==> config.mk <==
export PLATFORM = sky130hd
export DESIGN_NAME = mon_host
export DESIGN_NICKNAME = d
export VERILOG_FILES = /design/src/rtl/mon_pkg.sv /design/src/rtl/mon_timeout.sv /design/src/rtl/mon_host.sv
export SDC_FILE = /design/constraint.sdc
export NUM_CORES = 1
export LEC_CHECK = 0
export BUFFER_PORTS_ARGS = -buffer_cell sky130_fd_sc_hd__buf_4
export CORE_MARGIN = 5
export CORE_UTILIZATION = 58
export DETAILED_ROUTE_END_ITERATION = 10
export PLACE_DENSITY = 0.91
export REMOVE_ABC_BUFFERS = 1
export SYNTH_ARGS = -nofsm -noshare
export SYNTH_HDL_FRONTEND = slang
export SYNTH_SLANG_ARGS = --single-unit
==> constraint.sdc <==
create_clock -name CLK -period 2.6 [get_ports CLK]
set_input_delay 0.26 -clock CLK [delete_from_list [all_inputs] [get_ports CLK]]
set_output_delay 0.26 -clock CLK [all_outputs]
set_load 0.02 [all_outputs]
==> src/rtl/mon_pkg.sv <==
// Shared definitions for the monitor host: op codes, FSM states, error codes and
// the header byte layout that is sent ahead of every command.
package mon_pkg;

    localparam int unsigned HDR_LEN = 6;

    typedef enum logic [1:0] {
        OP_ILL  = 2'd0,
        OP_LOAD = 2'd1,
        OP_DUMP = 2'd2,
        OP_EXEC = 2'd3
    } op_e;

    typedef enum logic [1:0] {
        ERR_NONE    = 2'd0,
        ERR_ECHO    = 2'd1,
        ERR_TIMEOUT = 2'd2,
        ERR_ILLEGAL = 2'd3
    } err_e;

    typedef enum logic [2:0] {
        ST_IDLE,
        ST_HDR_TX,
        ST_HDR_ECHO,
        ST_LD_TX,
        ST_LD_ECHO,
        ST_DP_RX,
        ST_FIN,
        ST_ERR
    } state_e;

    typedef struct packed {
        op_e         op;
        logic [23:0] addr;
        logic [15:0] len;
    } cmd_t;

    // Header byte idx of a command: op, addr MSB first, len MSB first.
    function automatic logic [7:0] hdr_byte(input cmd_t c, input logic [2:0] idx);
        logic [7:0] b;
        b = 8'h00;
        case (idx)
            3'd0:    b = {6'd0, c.op};
            3'd1:    b = c.addr[23:16];
            3'd2:    b = c.addr[15:8];
            3'd3:    b = c.addr[7:0];
            3'd4:    b = c.len[15:8];
            3'd5:    b = c.len[7:0];
            default: b = 8'h00;
        endcase
        return b;
    endfunction

endpackage

==> src/rtl/mon_timeout.sv <==
// Idle watchdog: reloads on i_load, parks at zero on i_clear, and flags expiry on
// the last cycle of the window so the owner can leave on the following edge.
module mon_timeout
    import mon_pkg::*;
#(
    parameter int unsigned CYCLES = 1200000
) (
    input  logic i_clk,
    input  logic i_rst_n,
    input  logic i_load,
    input  logic i_clear,
    output logic o_expired
);

    localparam int unsigned CW = $clog2(CYCLES + 1);

    logic [CW-1:0] r_cnt;

    always_ff @(posedge i_clk or negedge i_rst_n) begin
        if (!i_rst_n) begin
            r_cnt <= '0;
        end else if (i_load) begin
            r_cnt <= CW'(CYCLES);
        end else if (i_clear) begin
            r_cnt <= '0;
        end else if (r_cnt != '0) begin
            r_cnt <= r_cnt - CW'(1);
        end
    end

    assign o_expired = (r_cnt == CW'(1));

endmodule

==> src/rtl/mon_host.sv <==
// Monitor host: sends a 6-byte echoed header over a UART byte stream, then streams
// an echoed LOAD payload or collects DUMP data, reporting done/error per command.
module mon_host
    import mon_pkg::*;
#(
    parameter int unsigned TIMEOUT_CYCLES = 1200000
) (
    input  logic        CLK,
    input  logic        reset_n,
    input  logic        cmd_valid,
    output logic        cmd_ready,
    input  logic [1:0]  cmd_op,
    input  logic [23:0] cmd_addr,
    input  logic [15:0] cmd_len,
    output logic [7:0]  tx_byte,
    output logic        tx_valid,
    input  logic        tx_ready,
    input  logic [7:0]  rx_byte,
    input  logic        rx_valid,
    input  logic [7:0]  wr_data,
    input  logic        wr_valid,
    output logic        wr_ready,
    output logic [7:0]  rd_data,
    output logic        rd_valid,
    output logic        busy,
    output logic        done,
    output logic        error,
    output logic [1:0]  err_code
);

    state_e      r_state;
    cmd_t        r_cmd;
    logic [2:0]  r_idx;
    logic [7:0]  r_sent;
    logic [15:0] r_rem;
    logic [7:0]  r_rd_data;
    logic        r_rd_valid;
    err_e        r_err_code;

    logic w_wait;
    logic w_load;
    logic w_clear;
    logic w_expired;

    // Watchdog runs only while waiting on rx; every accepted rx byte restarts it.
    assign w_wait  = (r_state == ST_HDR_ECHO) || (r_state == ST_LD_ECHO) || (r_state == ST_DP_RX);
    assign w_load  = (w_wait && rx_valid)
                   || ((r_state == ST_HDR_TX) && tx_ready)
                   || ((r_state == ST_LD_TX) && wr_valid && tx_ready);
    assign w_clear = !w_wait;

    mon_timeout #(.CYCLES(TIMEOUT_CYCLES)) u_timeout (
        .i_clk     (CLK),
        .i_rst_n   (reset_n),
        .i_load    (w_load),
        .i_clear   (w_clear),
        .o_expired (w_expired)
    );

    assign cmd_ready = (r_state == ST_IDLE);
    assign busy      = (r_state != ST_IDLE);
    assign done      = (r_state == ST_FIN);
    assign error     = (r_state == ST_ERR);
    assign rd_data   = r_rd_data;
    assign rd_valid  = r_rd_valid;
    assign err_code  = r_err_code;

    // LOAD payload flows straight from the source to the transmitter.
    always_comb begin
        tx_valid = 1'b0;
        tx_byte  = 8'h00;
        wr_ready = 1'b0;
        case (r_state)
            ST_HDR_TX: begin
                tx_valid = 1'b1;
                tx_byte  = hdr_byte(r_cmd, r_idx);
            end
            ST_LD_TX: begin
                tx_valid = wr_valid;
                tx_byte  = wr_data;
                wr_ready = tx_ready;
            end
            default: ;
        endcase
    end

    always_ff @(posedge CLK or negedge reset_n) begin
        if (!reset_n) begin
            r_state    <= ST_IDLE;
            r_cmd      <= '0;
            r_idx      <= '0;
            r_sent     <= '0;
            r_rem      <= '0;
            r_rd_data  <= '0;
            r_rd_valid <= 1'b0;
            r_err_code <= ERR_NONE;
        end else begin
            r_rd_valid <= 1'b0;
            case (r_state)
                ST_IDLE: begin
                    if (cmd_valid) begin
                        r_cmd.op   <= op_e'(cmd_op);
                        r_cmd.addr <= cmd_addr;
                        r_cmd.len  <= cmd_len;
                        r_rem      <= cmd_len;
                        r_idx      <= '0;
                        if (op_e'(cmd_op) == OP_ILL) begin
                            r_err_code <= ERR_ILLEGAL;
                            r_state    <= ST_ERR;
                        end else begin
                            r_state <= ST_HDR_TX;
                        end
                    end
                end
                ST_HDR_TX: begin
                    if (tx_ready) begin
                        r_sent  <= hdr_byte(r_cmd, r_idx);
                        r_state <= ST_HDR_ECHO;
                    end
                end
                ST_HDR_ECHO: begin
                    if (rx_valid) begin
                        if (rx_byte != r_sent) begin
                            r_err_code <= ERR_ECHO;
                            r_state    <= ST_ERR;
                        end else if (r_idx == 3'(HDR_LEN - 1)) begin
                            case (r_cmd.op)
                                OP_LOAD: r_state <= (r_rem == 16'd0) ? ST_FIN : ST_LD_TX;
                                OP_DUMP: r_state <= (r_rem == 16'd0) ? ST_FIN : ST_DP_RX;
                                default: r_state <= ST_FIN;
                            endcase
                        end else begin
                            r_idx   <= r_idx + 3'd1;
                            r_state <= ST_HDR_TX;
                        end
                    end else if (w_expired) begin
                        r_err_code <= ERR_TIMEOUT;
                        r_state    <= ST_ERR;
                    end
                end
                ST_LD_TX: begin
                    if (wr_valid && tx_ready) begin
                        r_sent  <= wr_data;
                        r_state <= ST_LD_ECHO;
                    end
                end
                ST_LD_ECHO: begin
                    if (rx_valid) begin
                        if (rx_byte != r_sent) begin
                            r_err_code <= ERR_ECHO;
                            r_state    <= ST_ERR;
                        end else begin
                            r_rem   <= r_rem - 16'd1;
                            r_state <= (r_rem == 16'd1) ? ST_FIN : ST_LD_TX;
                        end
                    end else if (w_expired) begin
                        r_err_code <= ERR_TIMEOUT;
                        r_state    <= ST_ERR;
                    end
                end
                ST_DP_RX: begin
                    if (rx_valid) begin
                        r_rd_data  <= rx_byte;
                        r_rd_valid <= 1'b1;
                        r_rem      <= r_rem - 16'd1;
                        if (r_rem == 16'd1) begin
                            r_state <= ST_FIN;
                        end
                    end else if (w_expired) begin
                        r_err_code <= ERR_TIMEOUT;
                        r_state    <= ST_ERR;
                    end
                end
                ST_FIN:  r_state <= ST_IDLE;
                ST_ERR:  r_state <= ST_IDLE;
                default: r_state <= ST_IDLE;
            endcase
        end
    end

endmodule

* Word-level counts from Yosys, hierarchy flattened
Cells that the tools add are included.
** Operators by class
- $add $sub $neg :: 3
- Equal/unequal tests :: 31
- Mux-type cells :: 46
- Reduce and logical (&&, ||, !) cells :: 28
** Operators by type and width (number)
- 16-bit 2-to-1 mux :: 4
- 21-bit 2-to-1 mux :: 3
- 3-bit 2-to-1 mux :: 18
- 16-bit one-hot mux with 3 select lines :: 1
- 8-bit one-hot mux with 6 select lines :: 1
- 8-bit one-hot mux with 2 select lines :: 2
- 21-bit by 1-bit equality test with 1-bit output, second input constant :: 1
- 3-bit one-hot mux with 7 select lines :: 1
- 21-bit nonzero test :: 1
- 21-bit by 1-bit subtractor with 21-bit output, second input constant :: 1
- 3-bit equality test, second input constant :: 6
- 2-bit != test, second input constant :: 9
- 16-bit by 1-bit equality test with 1-bit output, second input constant :: 1
- 16-bit zero test :: 1
- 8-bit 2-to-1 mux :: 2
- 16-bit by 1-bit subtractor with 16-bit output, second input constant :: 1
- 5-bit AND reduction :: 3
- 2-bit 2-to-1 mux :: 7
- 3-bit by 2-bit equality test with 1-bit output, second input constant :: 4
- 3-bit one-hot mux with 2 select lines :: 2
- 3-bit nonzero test :: 3
- 8-bit != test :: 1
- 3-bit by 1-bit equality test with 1-bit output, second input constant :: 2
- 3-bit zero test :: 2
- other kinds (17) :: 31
** Storage, ports and cells
- Register bits :: 104

* Logic depth before layout (Yosys ltp)
Gate-level depths: netlist of the first run.
- Depth in word-level cells :: 7
- Gate-level depth with buffers :: 8
- Gate-level depth less buffers :: 7

* Hierarchy
From an unflattened synthesis of the first run, not the netlist that was laid out.
** Unflattened totals
- Cells, all modules :: 683
- Area total of the unflattened synthesis :: 6010.8 sq um
** Modules (own cells, without submodules)
- mon_host :: instances 1, cells an instance 547, area an instance 4703.3 sq um, sequential area each 2077.0 sq um
- mon_timeout :: instances 1, cells an instance 136, area an instance 1307.5 sq um, sequential area each 525.5 sq um

* Worst setup path before layout of the first run
No wires, ideal clock.
- Path type :: register -> register
- Start :: reg u_timeout.r_cnt[6]
- End :: reg u_timeout.r_cnt[18]
- Arrival :: 2.235 ns
- Required time :: 2.475 ns
- Slack :: 0.240 ns
- Stages on the path, launching flop included :: 7
- Path buffers :: 1
- Clock period less this slack :: 2.360 ns
- Cell sequence :: dfrtp_1 -> or4_1 -> buf_2 -> or4_4 -> nor4_2 -> nor3b_2 -> mux2_4
** Between the ends
- Word-level cells in the longest chain between the ends :: 4
- Elaborated cells between the ends (all ways) :: 6
- Those cells by class :: add/sub (1); eq/ne (1); mux (3); reduce/logical (1)
** Ends and longest elaborated chain
- from (decl) :: line mon_timeout.sv:17 : logic [CW-1:0] r_cnt;
- from (signal assigned) :: line mon_timeout.sv:23 : r_cnt <= CW'(CYCLES);
- from (signal assigned) :: line mon_timeout.sv:27 : r_cnt <= r_cnt - CW'(1);
- 21-bit by 1-bit subtractor with 21-bit output :: line mon_timeout.sv:27
- 21-bit 2-to-1 mux :: line mon_timeout.sv:26 : end else if (r_cnt != '0) begin
- 21-bit 2-to-1 mux :: line mon_timeout.sv:24 : end else if (i_clear) begin
- 21-bit 2-to-1 mux :: line mon_timeout.sv:22 : end else if (i_load) begin
Several ways; a longest one is shown, not always the timed one. The select of a mux whose other input is x is not followed.
A chain may end at the register's enable or synchronous reset.

* Final worst setup path of the first run
- Start :: reg r_idx[0]
- End :: out tx_byte[3]
** Between the ends
- Word-level cells in the longest chain between the ends :: 3
- Elaborated cells between the ends (all ways) :: 8
- Those cells by class :: eq/ne (5); mux (2); reduce/logical (1)
** Ends and longest elaborated chain
- from (decl) :: line mon_host.sv:33 : logic [2:0] r_idx;
- from (signal assigned) :: line mon_host.sv:133 : r_idx <= r_idx + 3'd1;
- 3-bit equality test, or another cell as far along :: line mon_pkg.sv:42 : case (idx)
- 8-bit one-hot mux with 6 select lines * :: line mon_pkg.sv:42
- 8-bit one-hot mux with 2 select lines * :: line mon_host.sv:73 : case (r_state)
- to (decl) :: line mon_host.sv:15 : output logic [7:0] tx_byte,
Every way passes the cells marked *; elsewhere a longest branch is shown, timed or not.

==> metrics.md, run 1 <==
| Metric | Value |
|---|---|
| Overflow after GRT | `0` |
| Overall Power | `roughly 8 mW` |
| Worst vdd ir | `just under 600 uV` |
| Core Area | `roughly 10,000 um2` |
| Type of the tightest min-delay check | `in -> reg` |
| Power Density | `roughly 1100 nW/um2` |
| CTS Buffer Depth | `2` |
| First-pass GRT wire length | `approximately 27,000 um` |
| Global Route Usage Sum | `between 20% and 30%` |
| Worst hold slack | `58.6 ps` |
| CP arrival | `between 2000 and 2500 ps` |
| Synth top cells by count | `164 x nand2_1, 104 x dfrtp_1, 60 x nor2_1` |
| Via count | `between 5,000 and 6,000` |
| H-tree levels | `3` |
| Routed Antenna Nets | `0` |
| Final setup violation count | `0` |
| Yosys cell types | `65` |
| Critical path launch point type | `flip-flop` |
| Worst EP required | `roughly 2300 ps` |
| Critical Path End Type | `output pin` |
| Final min period | `between 2000 and 3000 ps` |
| Slew Viols, Final | `0` |
| Post-Syn Area | `5960 um2` |
| Most frequent cell after synthesis | `nand2_1` |
| Slew Limit Headroom | `between 40% and 50%` |
| Sequential share of the synthesized area | `between 40% and 50%` |
| Largest area contributor in the netlist | `dfrtp_1` |
| Standby leakage power | `~3.4 nW` |
| Tcrit/Tclk final | `98.6%` |
| Crit path cell chain | `ha_1 -> ha_2 -> a222oi_1 -> buf_4 -> nand3_1 -> o211a_1 -> buf_4` |
| WP buf/inv | `2` |
| Critical path type | `reg -> out` |
| Largest net degree at the start of global routing | `62` |
| Final net count | `852` |
| Hold depth | `3` |
| Top Family by Delay on Critical Path | `compound AO/OA/AOI/OAI gates` |
| Setup Skew | `16.4 ps` |
| Crit path max fanout | `8` |
| DRT iter0 DRCs | `roughly 460` |
| Insertion delay to the later sink of the worst-skew pair | `390 ps` |
| Post-DR vias/cell | `between 6 and 7` |
| # diodes | `0` |
| Drt total wl | `roughly 16,000 um` |
| CTS tree | `done` |
| Slew @ Worst Pin | `around 760 ps` |
| Number of port buffers | `between 80 and 90` |
| Routed wire per std cell | `roughly 18 um` |
| I/O Pins | `89` |
| Inserted Clock Buffers | `9` |
| Slowest cell on the critical path | `dfrtp_1` |
| Final Hold Viols | `0` |
| Full die area | `12,400 um2` |
| Hpwl dp | `approximately 12,000 um` |
| Fmax | `0.390 GHz` |
| Cell count along the critical path | `7` |
| Layout cell share with drive strength beyond 1 | `about a fifth` |
| Worst R2R Path Depth | `5` |
| EDFF count, synth | `0` |
| Clock Pin Slew Worst Setup and Hold Paths | `roughly 110 ps` |
| Synthesized area per cell | `roughly 8.6 um2` |
| Max-Cap Viols | `0` |
| Slowest stage delay, CP | `450 ps` |
| Yosys synthesis warning count | `0` |
| # fillers | `around 800` |
| Root Driver | `clkbuf_8` |
| Rows | `37` |
| Top cells by area, synth | `dfrtp_1 44%, nand2_1 10%, nor2_1 3.8%` |
| First-pass iteration count of the detailed router | `7` |
| Flops & latches, synth | `104` |
| Status | `finished, final reports clean` |
| Initial Util | `58.5%` |
| Antenna violations before repair | `0` |
| Most used DFF post-synth | `dfrtp_1` |
| Area delta synth->final | `18.4%` |
| Final GP Congestion | `around 0.94` |
| Die H | `roughly 110 um` |
| Die width | `between 100 and 150 um` |
| Share of the synthesized area in the top cell type | `a little over two fifths` |
| Num Clock Sinks | `~100` |
| DRC | `0` |
| Most frequent CP cell | `buf_4` |
| Asr flop ratio synth | `between 90% and 100%` |
| Synth Instances | `694` |
| Number of global-route vias before repair | `approximately 5,600` |
through the flow:
| step | worst slack, ps | setup TNS [ps] | instance area (um2) | cells | utilization (%) |
|---|---|---|---|---|---|
| 2_1_floorplan | -41.3 | -73.2 | 5800 | 653 | - |
| 3_3_place_gp | 187 | 0 | 6790 | 897 | 66.7 |
| 3_5_place_dp | 93.0 | 0 | 6790 | 897 | 66.7 |
| 4_1_cts | 19.6 | 0 | 7010 | 915 | 68.8 |
| 5_1_grt | -8.81 | -14.0 | 7060 | 917 | 69.3 |
| 6_report | 35.3 | 0 | 7060 | 917 | 69.3 |
final timing paths:
check / from / end / slack (ps)
worst max register to register: u_timeout.r_cnt[6]$_DFFE_PN0P_ / u_timeout.r_cnt[18]$_DFFE_PN0P_ / 150
worst min-delay path: cmd_addr[19] / r_cmd[35]$_DFFE_PN0P_ / 60
max in group asynchronous: reset_n / r_idx[2]$_DFFE_PN0P_ / 1460
worst min register to register: r_cmd[37]$_DFFE_PN0P_ / r_cmd[37]$_DFFE_PN0P_ / 490
min in group asynchronous: reset_n / r_cmd[17]$_DFFE_PN0P_ / 410
worst max-delay path: r_idx[0]$_DFFE_PN0P_ / tx_byte[3] / 40
worst reg2reg max path: cells and delay by family (launching register included):
kind / cells / cell delay [ps]
and+or+nand+nor: 4 / 1600
DFF: 1 / 440
muxes: 1 / 310
state kept, by name, summed over array words and instances (netlist names):
name and count:
r_idx 3, r_state 3, r_sent 8, r_cmd 42
u_timeout.r_cnt 21, rd_data 8, rd_valid 1, err_code 2
r_rem 16
what timing repair did:
action	4_1_cts	5_1_grt
hold buffers	1	0
endpoints found under the setup margin	4	7
pin swaps	1	1
gates resized for setup	4	10
endpoints found under the hold margin	43	0
buffers inserted	1	2
cells in the final DEF, fill, tap and decap left out, types with 4 or more instances in the layout:
cell type	Yosys	routed
o211a_1	4	4
a31oi_1	9	9
o21ai_1	2	4
and2_1	6	4
o21ai_0	30	28
mux2_2	11	11
a22oi_1	10	10
buf_4	0	110
a31o_2	5	5
ha_1	12	9
nor3_1	21	21
dfrtp_1	104	103
mux2i_1	18	18
a222oi_1	4	4
or3_1	8	8
xor2_1	6	6
nand2_1	164	164
a21oi_1	28	28
a211oi_1	12	12
nor2_1	60	60
or4_1	7	5
xnor2_1	13	13
inv_1	17	17
clkbuf_8	0	10
nor4_1	10	10
or4_4	2	4
and3_1	6	6
nand3_1	18	17
where the power goes:
group,internal [mW],switching (mW)
registers,2.29,0.577
clock network,0.399,0.620
logic,1.71,2.42
total,4.40,3.61
kinds of logic (layout without fill, tap and decap cells):
kind of cell               after synthesis  after routing  share of synthesized area (%)
AOI/OAI and AO/OA                      138            138                           15.7
muxes                                   30             30                           5.35
adders and majority gates               12             12                           2.52
and+or+nand+nor                        333            333                           26.1
DFF                                    104            104                           43.7
xor gates and xnor gates                19             19                           2.79
buffers and inverters                   58            145                           3.82
final cells by class:
type | instances | area, um2 | share of cell area, %
flip-flops and latches | 104 | 2600 | 36.9
repair buffers | 112 | 856 | 12.1
clock inverters | 6 | 56.3 | 0.798
clock buffers | 10 | 138 | 1.95
multi-input cells | 532 | 3170 | 44.9
well taps | 136 | 170 | 2.41
inverters | 17 | 63.8 | 0.904
per-layer routing:
metal,track usage (%),part of all wire [%],vias up
met2,46.0,51,273
li1,-,-,2605
met4,10.4,2.8,0
met3,5.43,7.8,51
met5,0,0,-
met1,32.2,38,2783
No activity file was read; power rests on OpenSTA's default activity.
==> inputs of run 2 (changes only) <==
--- a/config.mk
+++ b/config.mk
@@ -5,11 +5,12 @@
 export SDC_FILE = /design/constraint.sdc
 export NUM_CORES = 1
 export LEC_CHECK = 0
+export ABC_AREA = 1
 export BUFFER_PORTS_ARGS = -buffer_cell sky130_fd_sc_hd__buf_4
 export CORE_MARGIN = 5
-export CORE_UTILIZATION = 58
+export CORE_UTILIZATION = 57
 export DETAILED_ROUTE_END_ITERATION = 10
-export PLACE_DENSITY = 0.91
+export PLACE_DENSITY = 0.9
 export REMOVE_ABC_BUFFERS = 1
 export SYNTH_ARGS = -nofsm -noshare
 export SYNTH_HDL_FRONTEND = slang
==> run 2 against run 1 <==
Compared with the run above:
- register-to-register slack improved by 280 ps
- hold slack better by 34 ps
- sequential share of layout area rose by 1.4 points
- clock skew fell by 2.0 ps
- first-iteration DRC count shrank 20%
- final cell count rose by 2.9%
- global-route usage down 2.1 points
- flip-flop and latch count stayed put
- sequential power increased by 2%
==> metrics.md, run 2 <==
| Metric | Value |
|---|---|
| R2r startpoint | `r_state[1]$_DFFE_PN0P_` |
| Critical path endpoint | `tx_byte[4]` |
| Reg2reg end | `err_code[1]$_DFFE_PN0P_` |
| Most common cell after layout, fill and taps aside | `nand2_1` |
| Layout cell share with drive strength beyond 1 | `a little over a fifth` |
| Setup slack, reg-to-reg | `approximately 430 ps` |
| Drt total wl | `~15,000 um` |
| Area delta synth->final | `17.4%` |
| Critical path launch point type | `flip-flop` |
| Standby leakage power | `about 3.4 nW` |
| Final Hold Viols | `0` |
| Most used DFF post-synth | `dfrtp_1` |
| H-tree levels | `3` |
| DRT iter0 DRCs | `~360` |
| Sequential share of the synthesized area | `44.9%` |
| Setup Skew | `14.4 ps` |
| Type of the tightest min-delay check | `in -> reg` |
| Clock power frac | `between 10% and 20%` |
| Rows | `36` |
| Number of port buffers | `88` |
| Flops & latches, synth | `about 100` |
| Slowest stage delay, CP | `around 450 ps` |
| Root Driver | `clkbuf_8` |
| Inserted Clock Buffers | `9` |
| CTS tree | `done` |
| First-pass iteration count of the detailed router | `5` |
| Yosys synthesis warning count | `0` |
| Full die area | `12,300 um2` |
| Sequential Power Share | `between 30% and 40%` |
| Post-Syn Area | `5790 um2` |
| Power Density | `1140 nW/um2` |
| Global Route Usage Sum | `between 20 and 25%` |
| Logic gate share of total power | `between 40 and 50%` |
| Antenna violations before repair | `0` |
| Worst R2R Path Depth | `12` |
| Synth top cells by count | `178 x nand2_1, 104 x dfrtp_1, 73 x inv_1` |
| DRC | `0` |
| Slew Limit Headroom | `slightly below 60%` |
| Sw power | `around 3.5 mW` |
| Die width | `111 um` |
| Core Area | `between 9000 and 10,000 um2` |
| Fin Setup TNS | `0 ps` |
| Register area | `2600 um2` |
| First-pass GRT wire length | `between 20,000 and 25,000 um` |
| Asr flop ratio synth | `100%` |
| Internal Power | `roughly 4.3 mW` |
| Post-DR vias/cell | `approximately 5.6` |
| Critical Path End Type | `output pin` |
| Hold depth | `3` |
| Overflow after GRT | `0` |
| Max-Cap Viols | `0` |
| Slew @ Worst Pin | `~630 ps` |
| Worst vdd ir | `roughly 700 uV` |
| Synth Instances | `~700` |
| Largest net degree at the start of global routing | `roughly 110` |
| Slew Viols, Final | `0` |
| CP arrival | `between 2000 and 2500 ps` |
| EDFF count, synth | `0` |
| Largest registers | `r_cmd (42), u_timeout.r_cnt (21), r_rem (16)` |
| Slowest cell on the critical path | `dfrtp_1` |
| Final min period | `about 2500 ps` |
| Biggest register | `r_cmd` |
| Most frequent cell after synthesis | `nand2_1` |
| Final net count | `between 800 and 900` |
| Tcrit/Tclk final | `95.9%` |
| Fmax | `about 0.40 GHz` |
| I/O Pins | `between 80 and 90` |
| Synthesized area per cell | `about 8.1 um2` |
| Insertion delay to the later sink of the worst-skew pair | `~390 ps` |
| Worst EP required | `~2300 ps` |
| Routed wire per std cell | `15.9 um` |
| Commonest non-fill, non-tap cells in the layout | `176 x nand2_1, 104 x dfrtp_1, 91 x buf_4` |
| Status | `finished, final reports clean` |
| Max FFs per register | `between 40 and 50` |
| Die H | `roughly 110 um` |
| Critical path type | `reg -> out` |
| Top cells by area, synth | `dfrtp_1 45%, nand2_1 12%, mux2_2 5.8%` |
| Multi-input gate area | `2810 um2` |
| Initial Util | `between 50% and 60%` |
| Hpwl dp | `11,400 um` |
| # fillers | `slightly below 800` |
| Final setup violation count | `0` |
| Final GP Congestion | `around 0.97` |
| RSZ-0062 raised after global routing | `no` |
| Crit path max fanout | `5` |
| CTS Buffer Depth | `2` |
| Yosys cell types | `40` |
| Overall Power | `~7.8 mW` |
| Share of the synthesized area in the top cell type | `44.9%` |
| Switching Fraction | `a little under half` |
| Via count | `5,275` |
| Number of global-route vias before repair | `5,127` |
| Worst Setup SP | `r_idx[0]$_DFFE_PN0P_` |
| Crit path cell chain | `ha_1 -> nand2_2 -> clkinvlp_2 -> nand2_1 -> o2111ai_1 -> a21oi_2 -> o21ai_0 -> buf_4` |
| Routed Antenna Nets | `0` |
| Clock Pin Slew Worst Setup and Hold Paths | `100 ps` |
| Largest area contributor in the netlist | `dfrtp_1` |
| Num Clock Sinks | `approximately 100` |
| # diodes | `0` |
==> run 2: layout make-up <==
type / count / share of cell area (%)
sequential: 104 / 38.3
clock inverter: 6 / 0.957
multi-input combinational: 517 / 41.3
clock buffer: 10 / 2.02
timing repair buffer: 93 / 10.5
timing repair inverter: 1 / 0.0736
inverter: 80 / 4.47
tap: 133 / 2.45
==> run 2: repair_timing <==
item | 4_1_cts | 5_1_grt
setup buffers | 0 | 1
hold buffers | 1 | 0
setup endpoints to repair | 1 | 8
cloned | 0 | 1
endpoints found under the hold margin | 104 | 0
resized for setup | 1 | 5
==> run 2: worst min path at each step <==
stage                 from                       to
6_report        rx_byte[7]   rd_data[7]$_DFFE_PN0P_
3_3_place_gp       reset_n   rd_data[3]$_DFFE_PN0P_
5_1_grt        cmd_addr[3]    r_cmd[19]$_DFFE_PN0P_
3_5_place_dp       reset_n   rd_data[3]$_DFFE_PN0P_
2_1_floorplan      reset_n  err_code[0]$_DFFE_PN0P_
4_1_cts         rx_byte[7]   rd_data[7]$_DFFE_PN0P_
==> run 2: per-layer routing <==
layer	vias to the layer above	global-route usage [%]	part of all wire, %	routed length (um)
li1	2512	-	-	-
met1	2505	31.9	42	6360
met2	227	39.0	48	7140
met3	31	5.90	7.6	1140
met4	0	9.44	2.4	354
met5	-	0	0	0
==> run 2: per-stage QoR <==
| stage | hold WS [ps] | instances | setup WS, ps | cell area, um2 | util [%] |
|---|---|---|---|---|---|
| after global routing | 82.6 | 944 | 21.7 | 6800 | 68.9 |
| final | 92.5 | 944 | 107 | 6800 | 68.9 |
| after floorplan | -35.6 | 701 | 170 | 5690 | - |
| after CTS | 83.2 | 942 | 33.3 | 6770 | 68.6 |
| after detailed placement | 367 | 925 | 445 | 6550 | 66.4 |
| after global placement | 366 | 925 | 533 | 6550 | 66.4 |
==> run 2: kinds of logic (layout without fill, tap and decap cells) <==
kind of cell	after synthesis	count (layout)	synth area share [%]
xor+xnor	22	22	3.33
buf+inv	95	190	7.00
mux	31	31	6.00
flops	104	104	44.9
compound gates	124	124	12.3
simple gates	328	328	23.9
fa+ha+maj	12	12	2.59
==> run 2: power by group through the flow <==
stage               registers (mW)  clock network [mW]  logic, mW
finish                        2.93                1.05       3.80
global route                  3.01                1.13       4.25
CTS                           2.91                1.07       3.78
detailed placement            2.94                   0       3.76
global placement              2.90                   0       3.60
floorplan                     2.83                   0       2.68
==> run 2: worst max-delay path: cells and delay by family, from the launching register on <==
family	cells	cell delay, ps
AND/OR/NAND/NOR	2	270
buffers and inverters	2	410
flip-flops	1	450
AO/OA/AOI/OAI	3	470
adder cells (fa/ha/maj)	1	250
